===== config.mk =====
export PLATFORM = sky130hd
export DESIGN_NAME = quad_decoder
export DESIGN_NICKNAME = d
export VERILOG_FILES = /design/src/rtl/quad_decoder.sv
export SDC_FILE = /design/constraint.sdc
export NUM_CORES = 1
export LEC_CHECK = 0
export ABC_AREA = 1
export ABC_CLOCK_PERIOD_IN_PS = 3200
export CAP_MARGIN = 10
export CORE_MARGIN = 4
export CORE_UTILIZATION = 50
export DETAILED_ROUTE_END_ITERATION = 8
export GPL_TIMING_DRIVEN = 0
export HOLD_SLACK_MARGIN = 0.02
export MAX_ROUTING_LAYER = met4
export PLACE_DENSITY = 0.76
export SYNTH_ARGS = -nofsm -noshare
export SYNTH_HDL_FRONTEND = slang
export SYNTH_SLANG_ARGS = --single-unit

===== constraint.sdc =====
create_clock -name CLK -period 3.2 [get_ports CLK]
set_input_delay 0.32 -clock CLK [delete_from_list [all_inputs] [get_ports CLK]]
set_output_delay 0.32 -clock CLK [all_outputs]
set_load 0.01 [all_outputs]

===== src/rtl/quad_decoder.sv =====
// Quadrature decoder: 2-flop synchronized A/B, one-cycle Up/Down pulses, sticky Err, saturating 0..31 Position.
// Define QDEC_GLITCH_FILTER_EN to require 3 identical synchronized samples before a pair is accepted.
module quad_decoder (
   input  logic       CLK,
   input  logic       RST,
   input  logic       A,
   input  logic       B,
   input  logic       Clr,
   output logic       Up,
   output logic       Down,
   output logic       Err,
   output logic [4:0] Position,
   output logic       High,
   output logic       Low
);

`ifdef QDEC_GLITCH_FILTER_EN
   localparam logic [2:0] ARM_CYC = 3'd4;
`else
   localparam logic [2:0] ARM_CYC = 3'd2;
`endif
   localparam logic [4:0] POS_MAX = 5'd31;

   logic [1:0] ab_p0;
   logic [1:0] ab_p1;
   logic [1:0] acc_pair;
   logic [1:0] cand;
   logic [2:0] arm_cnt;
   logic       armed;
   logic       fwd;
   logic       rev;
   logic       ill;

   function automatic logic [4:0] sat_inc(input logic [4:0] v);
      return (v == POS_MAX) ? v : v + 5'd1;
   endfunction

   function automatic logic [4:0] sat_dec(input logic [4:0] v);
      return (v == 5'd0) ? v : v - 5'd1;
   endfunction

   // Stage p0/p1: two-flop synchronizer on the raw encoder pair
   always_ff @(posedge CLK) begin
      if (RST) begin
         ab_p0 <= 2'b00;
         ab_p1 <= 2'b00;
      end else begin
         ab_p0 <= {A, B};
         ab_p1 <= ab_p0;
      end
   end

`ifdef QDEC_GLITCH_FILTER_EN
   logic [1:0] ab_p2;
   logic [1:0] ab_p3;

   // Stage p2/p3: sample history; a pair counts only once three samples agree
   always_ff @(posedge CLK) begin
      if (RST) begin
         ab_p2 <= 2'b00;
         ab_p3 <= 2'b00;
      end else begin
         ab_p2 <= ab_p1;
         ab_p3 <= ab_p2;
      end
   end

   assign cand = ((ab_p1 == ab_p2) && (ab_p2 == ab_p3)) ? ab_p1 : acc_pair;
`else
   assign cand = ab_p1;
`endif

   assign armed = (arm_cnt == ARM_CYC);

   always_comb begin
      fwd = 1'b0;
      rev = 1'b0;
      ill = 1'b0;
      case ({acc_pair, cand})
         4'b00_01, 4'b01_11, 4'b11_10, 4'b10_00: fwd = 1'b1;
         4'b01_00, 4'b11_01, 4'b10_11, 4'b00_10: rev = 1'b1;
         4'b00_11, 4'b11_00, 4'b01_10, 4'b10_01: ill = 1'b1;
         default: ;
      endcase
   end

   // Decode stage: pulses, accepted pair and position all register on the same edge.
   // While arming, the accepted pair follows the value entering the last synchronizer
   // stage so the first armed comparison sees no spurious step.
   always_ff @(posedge CLK) begin
      if (RST) begin
         arm_cnt  <= 3'd0;
         acc_pair <= 2'b00;
         Up       <= 1'b0;
         Down     <= 1'b0;
         Err      <= 1'b0;
         Position <= 5'd0;
      end else if (!armed) begin
         arm_cnt  <= arm_cnt + 3'd1;
         acc_pair <= ab_p0;
         Up       <= 1'b0;
         Down     <= 1'b0;
         if (Clr) begin
            Position <= 5'd0;
            Err      <= 1'b0;
         end
      end else begin
         acc_pair <= cand;
         Up       <= fwd;
         Down     <= rev;
         if (Clr) begin
            Position <= 5'd0;
            Err      <= 1'b0;
         end else begin
            if (fwd)
               Position <= sat_inc(Position);
            else if (rev)
               Position <= sat_dec(Position);
            if (ill)
               Err <= 1'b1;
         end
      end
   end

   assign High = (Position == POS_MAX);
   assign Low  = (Position == 5'd0);

endmodule


==> out/results.txt, run 1 <==
outcome - complete, no violations
H-tree depth - 1
initial antenna violation count - 0
Iter 0 DRT Violations - 19
drc violations - 0
routability congestion estimate - 0.8195
max frequency - 514.6 MHz
Die ar. - 2515 µm²
met3 usage - 3.550%
sink count of the clock tree - 17
router iterations before antenna repair - 4
antenna-violating nets left - 0
Clock Latency Late Sink - 290 ps
maxcap violations - 0
grt total ovfl - 0
Placed Cells - 160
Arrival @ worst endpoint - 1620 ps
CTS resizes - 0
Via density - 4.848
Final Max Slew Viols - 0
total power draw - 480.6 µW
worst slew pin tran - 432.2 ps
finished layout cell area - 1085 µm²
IO Pins - 15
DPL Wire Length - 1314 µm
relative slew slack - 71.19%
worst hold-check path type - reg2reg
GRT busiest layer - met2
Setup Skew - 6.851 ps
syn nets - 131
yosys warns - 0
VDD IR-drop max - 0.3453 mV
via count - 795
M1 GR Usage - 19.71%
Period minus WS final - 1943 ps
postcts setup bufs - 0
Sequential Area - 340.3 µm²
FP Rows - 14
register area share after synthesis - 38.31%
CTS clock-pin slew for the worst setup and hold paths - 100 ps
I/O Buffers - 14
CP Class - reg2out
met2 GRT Util - 23.91%
largest net degree at the start of global routing - 11
Area Growth Syn to Fin - 22.11%
hold buffers post-CTS - 0
Tot GR Track Use - 15.87%
post-route setup TNS - 0 ps
Multi-input gate area - 450.4 µm²
Non-Filler Instances - 164
root buf cell - clkbuf_4
Yosys cell types - 22
Pwr Density - 443.0 nW/µm²
syn_area_per_cell - 7.282 µm²
layout cells sized above 1 - 12.14%
Clock Path Buffers - 2
Final setup viols - 0
# fillers - 137
Critical Path RT - 2880 ps
core area - 1594 µm²
first-pass GRT wire length - 2994 µm
TritonCTS clock tree - yes
static leakage - 0.4542 nW
register bit total from synthesis - 17
Cell Area, Placed - 1059 µm²
Period Utilization, post-route - 60.73%
drt wl/cell - 10.10 µm
critical path endpoint category - primary output
crit path max fanout - 7
Ant. Diodes - 0
Die Y-Extent - 50.15 µm
chip width - 50.15 µm
Setup crit start kind - flip-flop
Inserted Clock Buffers - 3
Hold Vio Cnt, Final - 0
routed wire length - 1656 µm
Worst Reg-to-Reg Cells - 15
RSZ-0062 raised after global routing - no
worst hold slack - 432.6 ps
Final nets - 150
Starting Density - 55.73%
Cells after Synth - 122
Mapped Area - 888.4 µm²
number of global-route vias before repair - 708
worst hold path cell count - 2
## path summary, 6_finish.rpt
| kind | start | end | slack [ps] |
|---|---|---|---|
| max | Position[1] | High | 1260 |
| min reg2reg | ab_p0[1] | ab_p1[1] | 430 |
| min | ab_p0[1] | ab_p1[1] | 430 |
| max reg2reg | ab_p1[1] | Position[4] | 1500 |
## worst max-delay path, stage by stage, from the launching register on
cell	delay, ps
dfxtp_1	470
nand2_1	80
nor2_1	90
nand3_1	70
inv_1	100
clkdlybuf4s50_1	540
## where the power goes
part	internal [mW]	switching, mW
Clock	0.0485	0.0665
Sequential	0.231	0.0162
Combinational	0.0493	0.0687
Total	0.329	0.151
## cells in the final DEF, fill, tap and decap left out
master and instances:
inv_1 23, dfxtp_1 17, nand2_1 15, clkdlybuf4s50_1 14, nor2_1 13, nand3_1 12
a21oi_1 8, nand2_2 6, ha_1 4, nand2_4 3, o22ai_1 3, o21ai_0 3
clkbuf_4 3, inv_2 2, nand4_1 2, clkbuf_1 2, nor3_1 2, xor2_1 2
nand3b_1 1, or2_2 1, o21ai_2 1, nor2_4 1, o21a_1 1, xnor2_1 1
## kinds of logic after synthesis
logic type	count (synthesis)	share of synthesized area, %
DFF	17	38.31
adders and majority gates	4	5.634
xor gates and xnor gates	3	2.958
and+or+nand+nor	56	31.97
AOI/OAI and AO/OA	16	10.14
buffers and inverters	26	10.99
## per-stage QoR
stage | setup slack (ps) | util [%]
after floorplan | 1685 | -
after global placement | 1567 | 66.41
after detailed placement | 1528 | 66.41
after CTS | 1253 | 68.05
after global routing | 1097 | 68.05
final | 1257 | 68.05
## Yosys cell counts (all sizes together)
library cell,instances,area (µm²)
nand3,12,60.06
dfxtp,17,340.3
or2,1,6.260
nand3b,1,7.510
nor3,2,10.01
o22ai,3,18.77
xnor2,1,8.760
a21oi,8,40.04
xor2,2,17.52
ha,4,50.05
o21a,1,7.510
o21ai,4,23.77
inv,25,93.84
nor2,14,60.06
clkbuf,1,3.750
nand4,2,12.51
nand2,24,127.6
## registers in the layout, indices dropped and copies added, names as in the netlist
register,flops
Err,1
ab_p0,2
Position,5
Up,1
ab_p1,2
Down,1
arm_cnt,3
acc_pair,2
## final cells by class
cell class	instances	area share (%)
plain buffers	1	0.3460
clock buffers	4	2.422
repair buffers	14	12.92
flip-flops and latches	17	31.37
inverters	25	8.651
multi-input cells	79	41.52
well taps	24	2.768
## routing by layer
metal	up-vias	routed length (µm)
met3	4	89
li1	421	-
met5	-	0
met1	354	816
met2	16	721
met4	0	29
(Power assumes the default switching activity.)
==> run 2, diff against run 1 <==
--- a/config.mk
+++ b/config.mk
@@ -6,7 +6,7 @@
 export NUM_CORES = 1
 export LEC_CHECK = 0
 export ABC_AREA = 1
-export ABC_CLOCK_PERIOD_IN_PS = 3200
+export ABC_CLOCK_PERIOD_IN_PS = 1950
 export CAP_MARGIN = 10
 export CORE_MARGIN = 4
 export CORE_UTILIZATION = 50
==> constraint.sdc (replaced) <==
create_clock -name CLK -period 1.95 [get_ports CLK]
set_input_delay 0.195 -clock CLK [delete_from_list [all_inputs] [get_ports CLK]]
set_output_delay 0.195 -clock CLK [all_outputs]
set_load 0.01 [all_outputs]
==> run 2 against run 1 <==
Against the previous run: global-route usage stayed put; sequential power is 64% higher; count of clock-buffer cells in the layout unchanged; first-iteration DRC count is the same; flip-flop and latch count stayed put; worst hold slack got worse by 20 ps; worst setup slack lost 1000 ps; register-to-register slack worse by 1300 ps; critical path type unchanged.
==> out/results.txt, run 2 (synthesis results as in run 1) <==
outcome - complete, no violations
Period minus WS final - 1735 ps
CP Class - reg2out
chip width - 50.15 µm (unchanged)
layout cells sized above 1 - 13.57% (+1.4 points)
worst slew pin tran - 428.3 ps (-3.836 ps)
Final setup viols - 0 (unchanged)
static leakage - 0.4552 nW (+0.23%)
hold buffers post-CTS - 0 (unchanged)
Critical Path RT - 1750 ps (-1130 ps)
routability congestion estimate - 0.8195 (unchanged)
Placed Cells - 160 (unchanged)
Starting Density - 55.73% (unchanged)
reg-to-reg slack, setup - 250 ps (-1250 ps)
Period Utilization, post-route - 88.98%
first-pass GRT wire length - 2994 µm (unchanged)
TritonCTS clock tree - yes
crit path max fanout - 7 (unchanged)
drc violations - 0 (unchanged)
most frequent cells in the layout - 23 x inv_1, 15 x dfxtp_1, 15 x nand2_1, 14 x clkdlybuf4s50_1, 13 x nor2_1
top flop regs - Position: 5 flops, arm_cnt: 3 flops
Hold Vio Cnt, Final - 0 (unchanged)
via count - 794 (-0.13%)
Cell Area, Placed - 1059 µm² (unchanged)
post-route setup TNS - 0 ps (unchanged)
Clock Path Buffers - 2 (unchanged)
Setup Skew - 8.117 ps (+1.267 ps)
Inserted Clock Buffers - 3 (unchanged)
grt total ovfl - 0 (unchanged)
sink count of the clock tree - 17 (unchanged)
router iterations before antenna repair - 4 (unchanged)
commonest non-fill, non-tap cell in the layout - inv_1
Area Growth Syn to Fin - 22.39%
number of global-route vias before repair - 708 (unchanged)
Die Y-Extent - 50.15 µm (unchanged)
largest net degree at the start of global routing - 11 (unchanged)
I/O Buffers - 14 (unchanged)
Clock Latency Late Sink - 290 ps (about the same)
final core utilization - 68.21% (+0.16 points)
Biggest register - Position
Tot GR Track Use - 15.87% (unchanged)
WHS Endpoint - ab_p0[0]
Arrival @ worst endpoint - 1540 ps (-80 ps)
Final Max Slew Viols - 0 (unchanged)
worst hold path cell count - 3 (+1)
Iter 0 DRT Violations - 19 (unchanged)
VDD IR-drop max - 0.5697 mV (+65%)
CTS clock-pin slew for the worst setup and hold paths - 90 ps (about the same)
maxcap violations - 0 (unchanged)
worst hold-check path type - in2reg
max frequency - 576.4 MHz
Die ar. - 2515 µm² (unchanged)
finished layout cell area - 1087 µm² (+0.23%)
root buf cell - clkbuf_4
RSZ-0062 raised after global routing - no
relative slew slack - 71.45% (+0.26 points)
Setup crit start kind - flip-flop
Worst Reg-to-Reg Cells - 15 (unchanged)
Final nets - 150 (unchanged)
drt wl/cell - 10.01 µm (-0.85%)
IO Pins - 15 (unchanged)
Pwr Density - 727.1 nW/µm² (+64%)
r2r startpoint - ab_p1[1]
antenna-violating nets left - 0 (unchanged)
core area - 1594 µm² (unchanged)
# fillers - 137 (unchanged)
max reg flops - 5 (unchanged)
initial antenna violation count - 0 (unchanged)
Ant. Diodes - 0 (unchanged)
critical path endpoint category - primary output
FP Rows - 14 (unchanged)
reg2reg end - Position[4]
DPL Wire Length - 1314 µm (unchanged)
Via density - 4.841 (-0.13%)
routed wire length - 1642 µm (-0.85%)
Non-Filler Instances - 164 (unchanged)
Hold Crit Start - B
H-tree depth - 1 (unchanged)
run 2: changes by cell type in the layout (fill, tap and decap cells not counted):
cell,before,now
dfxtp_1,17,15
dfxtp_2,0,2
run 2: worst max-delay path by stage:
| stage | end | depth (start not counted) | from | slack [ps] |
|---|---|---|---|---|
| after CTS | High | 5 | Position[1] | 130 |
| after global routing | High | 5 | Position[4] | 60 |
| after floorplan | Position[2] | 13 | ab_p1[1] | 440 |
| after detailed placement | Position[4] | 15 | ab_p1[1] | 280 |
| after global placement | Position[4] | 15 | ab_p1[1] | 320 |
| final | High | 5 | Position[1] | 210 |
run 2: through the flow:
| step | setup slack [ps] | power [mW] | hold slack (ps) |
|---|---|---|---|
| after floorplan | 435.4 | 0.5538 | 274.3 |
| after global placement | 317.4 | 0.6024 | 424.2 |
| after detailed placement | 277.9 | 0.6093 | 430.7 |
| after CTS | 128.1 | 0.7964 | 404.6 |
| after global routing | 61.39 | 0.8519 | 408.6 |
| final | 215.0 | 0.7905 | 412.1 |
run 2: what timing repair did:
| item | in CTS | in global routing |
|---|---|---|
| setup endpoints to repair | 0 | 1 |
| buffers inserted | 0 | 0 |
| gates resized for setup | 0 | 2 |
run 2: area by class of cell:
class / instances / area, µm² / area share [%]
Multi-Input combinational cell: 79 / 450.4 / 41.43
Sequential cell: 17 / 342.8 / 31.53
Timing Repair Buffer: 14 / 140.1 / 12.89
Inverter: 25 / 93.84 / 8.631
Tap cell: 24 / 30.03 / 2.762
Clock buffer: 4 / 26.28 / 2.417
Buffer: 1 / 3.754 / 0.3452
run 2: worst max-delay path, cell delays in order (launching register included):
cell and delay, ps:
dfxtp_2 410, nand2_1 60, nor2_1 80, nand3_1 70
inv_1 100, clkdlybuf4s50_1 540
run 2: routing by layer:
layer / up-vias / GRT usage (%) / wire length, µm
li1: 422 / - / -
met5: - / - / 0
met4: 0 / 8.295 / 29
met2: 17 / 23.91 / 690
met3: 4 / 3.550 / 84
met1: 351 / 19.71 / 837
run 2: power breakdown:
part	switching [mW]	internal (mW)	total [mW]
Sequential	0.0264	0.380	0.406
Clock	0.111	0.0796	0.190
Combinational	0.113	0.0809	0.194
Total	0.250	0.540	0.791
==> run 3, diff against run 2 <==
--- a/config.mk
+++ b/config.mk
@@ -7,7 +7,6 @@
 export LEC_CHECK = 0
 export ABC_AREA = 1
 export ABC_CLOCK_PERIOD_IN_PS = 1950
-export CAP_MARGIN = 10
 export CORE_MARGIN = 4
 export CORE_UTILIZATION = 50
 export DETAILED_ROUTE_END_ITERATION = 8
==> results of run 3 <==
Same layout as run 2: the final DEF is identical, and so are final timing and power.
==> edit, RTL diff (flow settings as in run 1) <==
The option `QDEC_GLITCH_FILTER_EN` is turned on by a define.
--- a/src/rtl/quad_decoder.sv
+++ b/src/rtl/quad_decoder.sv
@@ -1,5 +1,7 @@
 // Quadrature decoder: 2-flop synchronized A/B, one-cycle Up/Down pulses, sticky Err, saturating 0..31 Position.
 // Define QDEC_GLITCH_FILTER_EN to require 3 identical synchronized samples before a pair is accepted.
+`define QDEC_GLITCH_FILTER_EN
+
 module quad_decoder (
    input  logic       CLK,
    input  logic       RST,
Check against the original RTL: not equivalent (a bounded check fails within 10 cycles, from zero or initial values and one cycle with RST high).
==> edit against run 1 <==
- sequential power is 25% higher
- area after synthesis up 27%
- design area is 22% higher
- setup slack worse by 270 ps
- sequential cell count grew 4
- worst hold slack lost 90 ps
- power grew 35%
- wire length up 36%
- combinational power is 73% higher
- clock skew decreased by 4.8 ps
==> edit: results (changes against run 1) <==
stage,metric,value,unit,change
route,drt_iter0_drc,26,,+7
worst_setup_path,crit_family,buffers and inverters,,
placed_design,dp_hpwl,1710,um,+30%
clocking,cts-root-buf,clkbuf_4,,
worst_setup_path,slowest_stage,clkdlybuf4s50_1,,
clocking,htreeDepth,1,,unchanged
clocking,clock_latency,310,ps,+20 ps
logic_synthesis,yosysSeqAreaShare,37.3,%,-1.1 points
finish,nNetsFinal,185,,+23%
global_route,grt_usage,16.2,%,+0.30 points
clocking,hold_buffers,0,,unchanged
timing,finClkSkew,2.10,ps,-4.75 ps
route,wl_per_cell,11.1,um,+10%
power_and_ir_drop,ir_drop,0.333,mV,-3.5%
placed_design,preCtsSetupSlack,1060,ps,-466 ps
clocking,cts-resized-gates,0,,unchanged
finish,antenna_cells,0,,unchanged
worst_setup_path,max_stage_delay,590,ps,+50 ps
logic_synthesis,synth_ff_type,dfxtp_1,,
logic_synthesis,synth_commonest_cells,"inv_1, nand2_1, dfxtp_1, nand3_1, nor2_1",,
clocking,clock_path_buffers,2,,unchanged
finish,top_regs,"Position (5), arm_cnt (3)",,
finish,drive_gt1_share,10.3,%,-1.9 points
clocking,cts_buffers,3,,unchanged
logic_synthesis,syn-num-nets,167,,+27%
finish,largest_register_ffs,5,,unchanged
logic_synthesis,ys_warn_count,0,,unchanged
placed_design,port_buffers,13,,-1
worst_setup_path,crit_buf_inv,2,,unchanged
worst_setup_path,worstPathArrival,1890,ps,+270 ps
clocking,cts_setup_buffers,0,,unchanged
global_route,grt_pass1_wl,4020,um,+34%
route,drt-pass1-iter-count,4,,unchanged
logic_synthesis,netlist_top_cells_area,"dfxtp_1, inv_1, nand3_1, nand2_1, nor2_1",,
global_route,grt_start_max_net_pins,14,,+3
logic_synthesis,ys_async_sr_fraction,0,%,unchanged
route,num_vias,1016,,+28%
logic_synthesis,ys_types,24,,+9.1%
global_route,antenna_found_initial,0,,unchanged
placed_design,post_dp_cell_area,1290,um^2,+22%
outcome,run_status,completed,,
power_and_ir_drop,total_leakage_power,0.000567,uW,+25%
global_route,first_global_vias,992,,+40%
clocking,path_clk_slew,120,ps,+20 ps
placed_design,gp_congestion,0.875,,+6.8%
timing,maxSlewHeadroom,70.8,%,-0.34 points
min_path,hold_path.class,input pin to flop,,
worst_setup_path,crit_fanout,8,,+1
-- edit: path summary, 6_finish.rpt --
| kind | from | endpoint | slack, ps | depth (start not counted) |
|---|---|---|---|---|
| worst max register to register | ab_p1[0] | Position[4] | 1010 | 18 |
| worst min-delay path | RST | Position[1] | 340 | 2 |
| worst min register to register | ab_p0[0] | ab_p1[0] | 430 | 2 |
| worst max-delay path | Position[2] | High | 990 | 4 |
-- edit: power by group --
group,switching (uW),internal [uW]
clock network,86.4,47.7
registers,21.3,289
logic,127,77.1
total,234,414
-- edit: area by class of cell --
cell class	instances	area, um^2
fill	201	719
multi-input combinational	104	584
sequential	21	420
timing repair buffer	13	130
inverter	30	113
tap	27	33.8
clock buffer	3	22.5
buffer	3	11.3
clock inverter	1	7.51
-- edit: worst reg2reg max path, delay by kind of cell, from the launching register on --
| family | cells | cell delay (ps) |
|---|---|---|
| simple gates | 13 | 1160 |
| compound gates | 2 | 350 |
| flops | 1 | 370 |
| fa+ha+maj | 1 | 160 |
| buf+inv | 2 | 100 |
-- edit: per-layer routing --
layer | part of all wire (%) | track usage [%]
met1 | 48 | 19.9
met2 | 46 | 26.0
met3 | 3.9 | 2.80
met4 | 1.1 | 6.60
met5 | 0 | -
-- edit: cells by family (layout without fill, tap and decap cells) --
kind of cell               count (synthesis)  after routing  share of synthesized area (%)
and+or+nand+nor                           76             76                           33.9
buffers and inverters                     33             50                           11.0
AOI/OAI and AO/OA                         21             21                           11.1
DFF                                       21             21                           37.3
adders and majority gates                  4              4                           4.43
xor gates and xnor gates                   3              3                           2.33
-- edit: metrics by stage --
step	utilization [%]	cells
floorplan	-	158
global placement	63.3	198
detailed placement	63.3	198
CTS	64.8	202
global route	64.8	202
finish	64.8	202
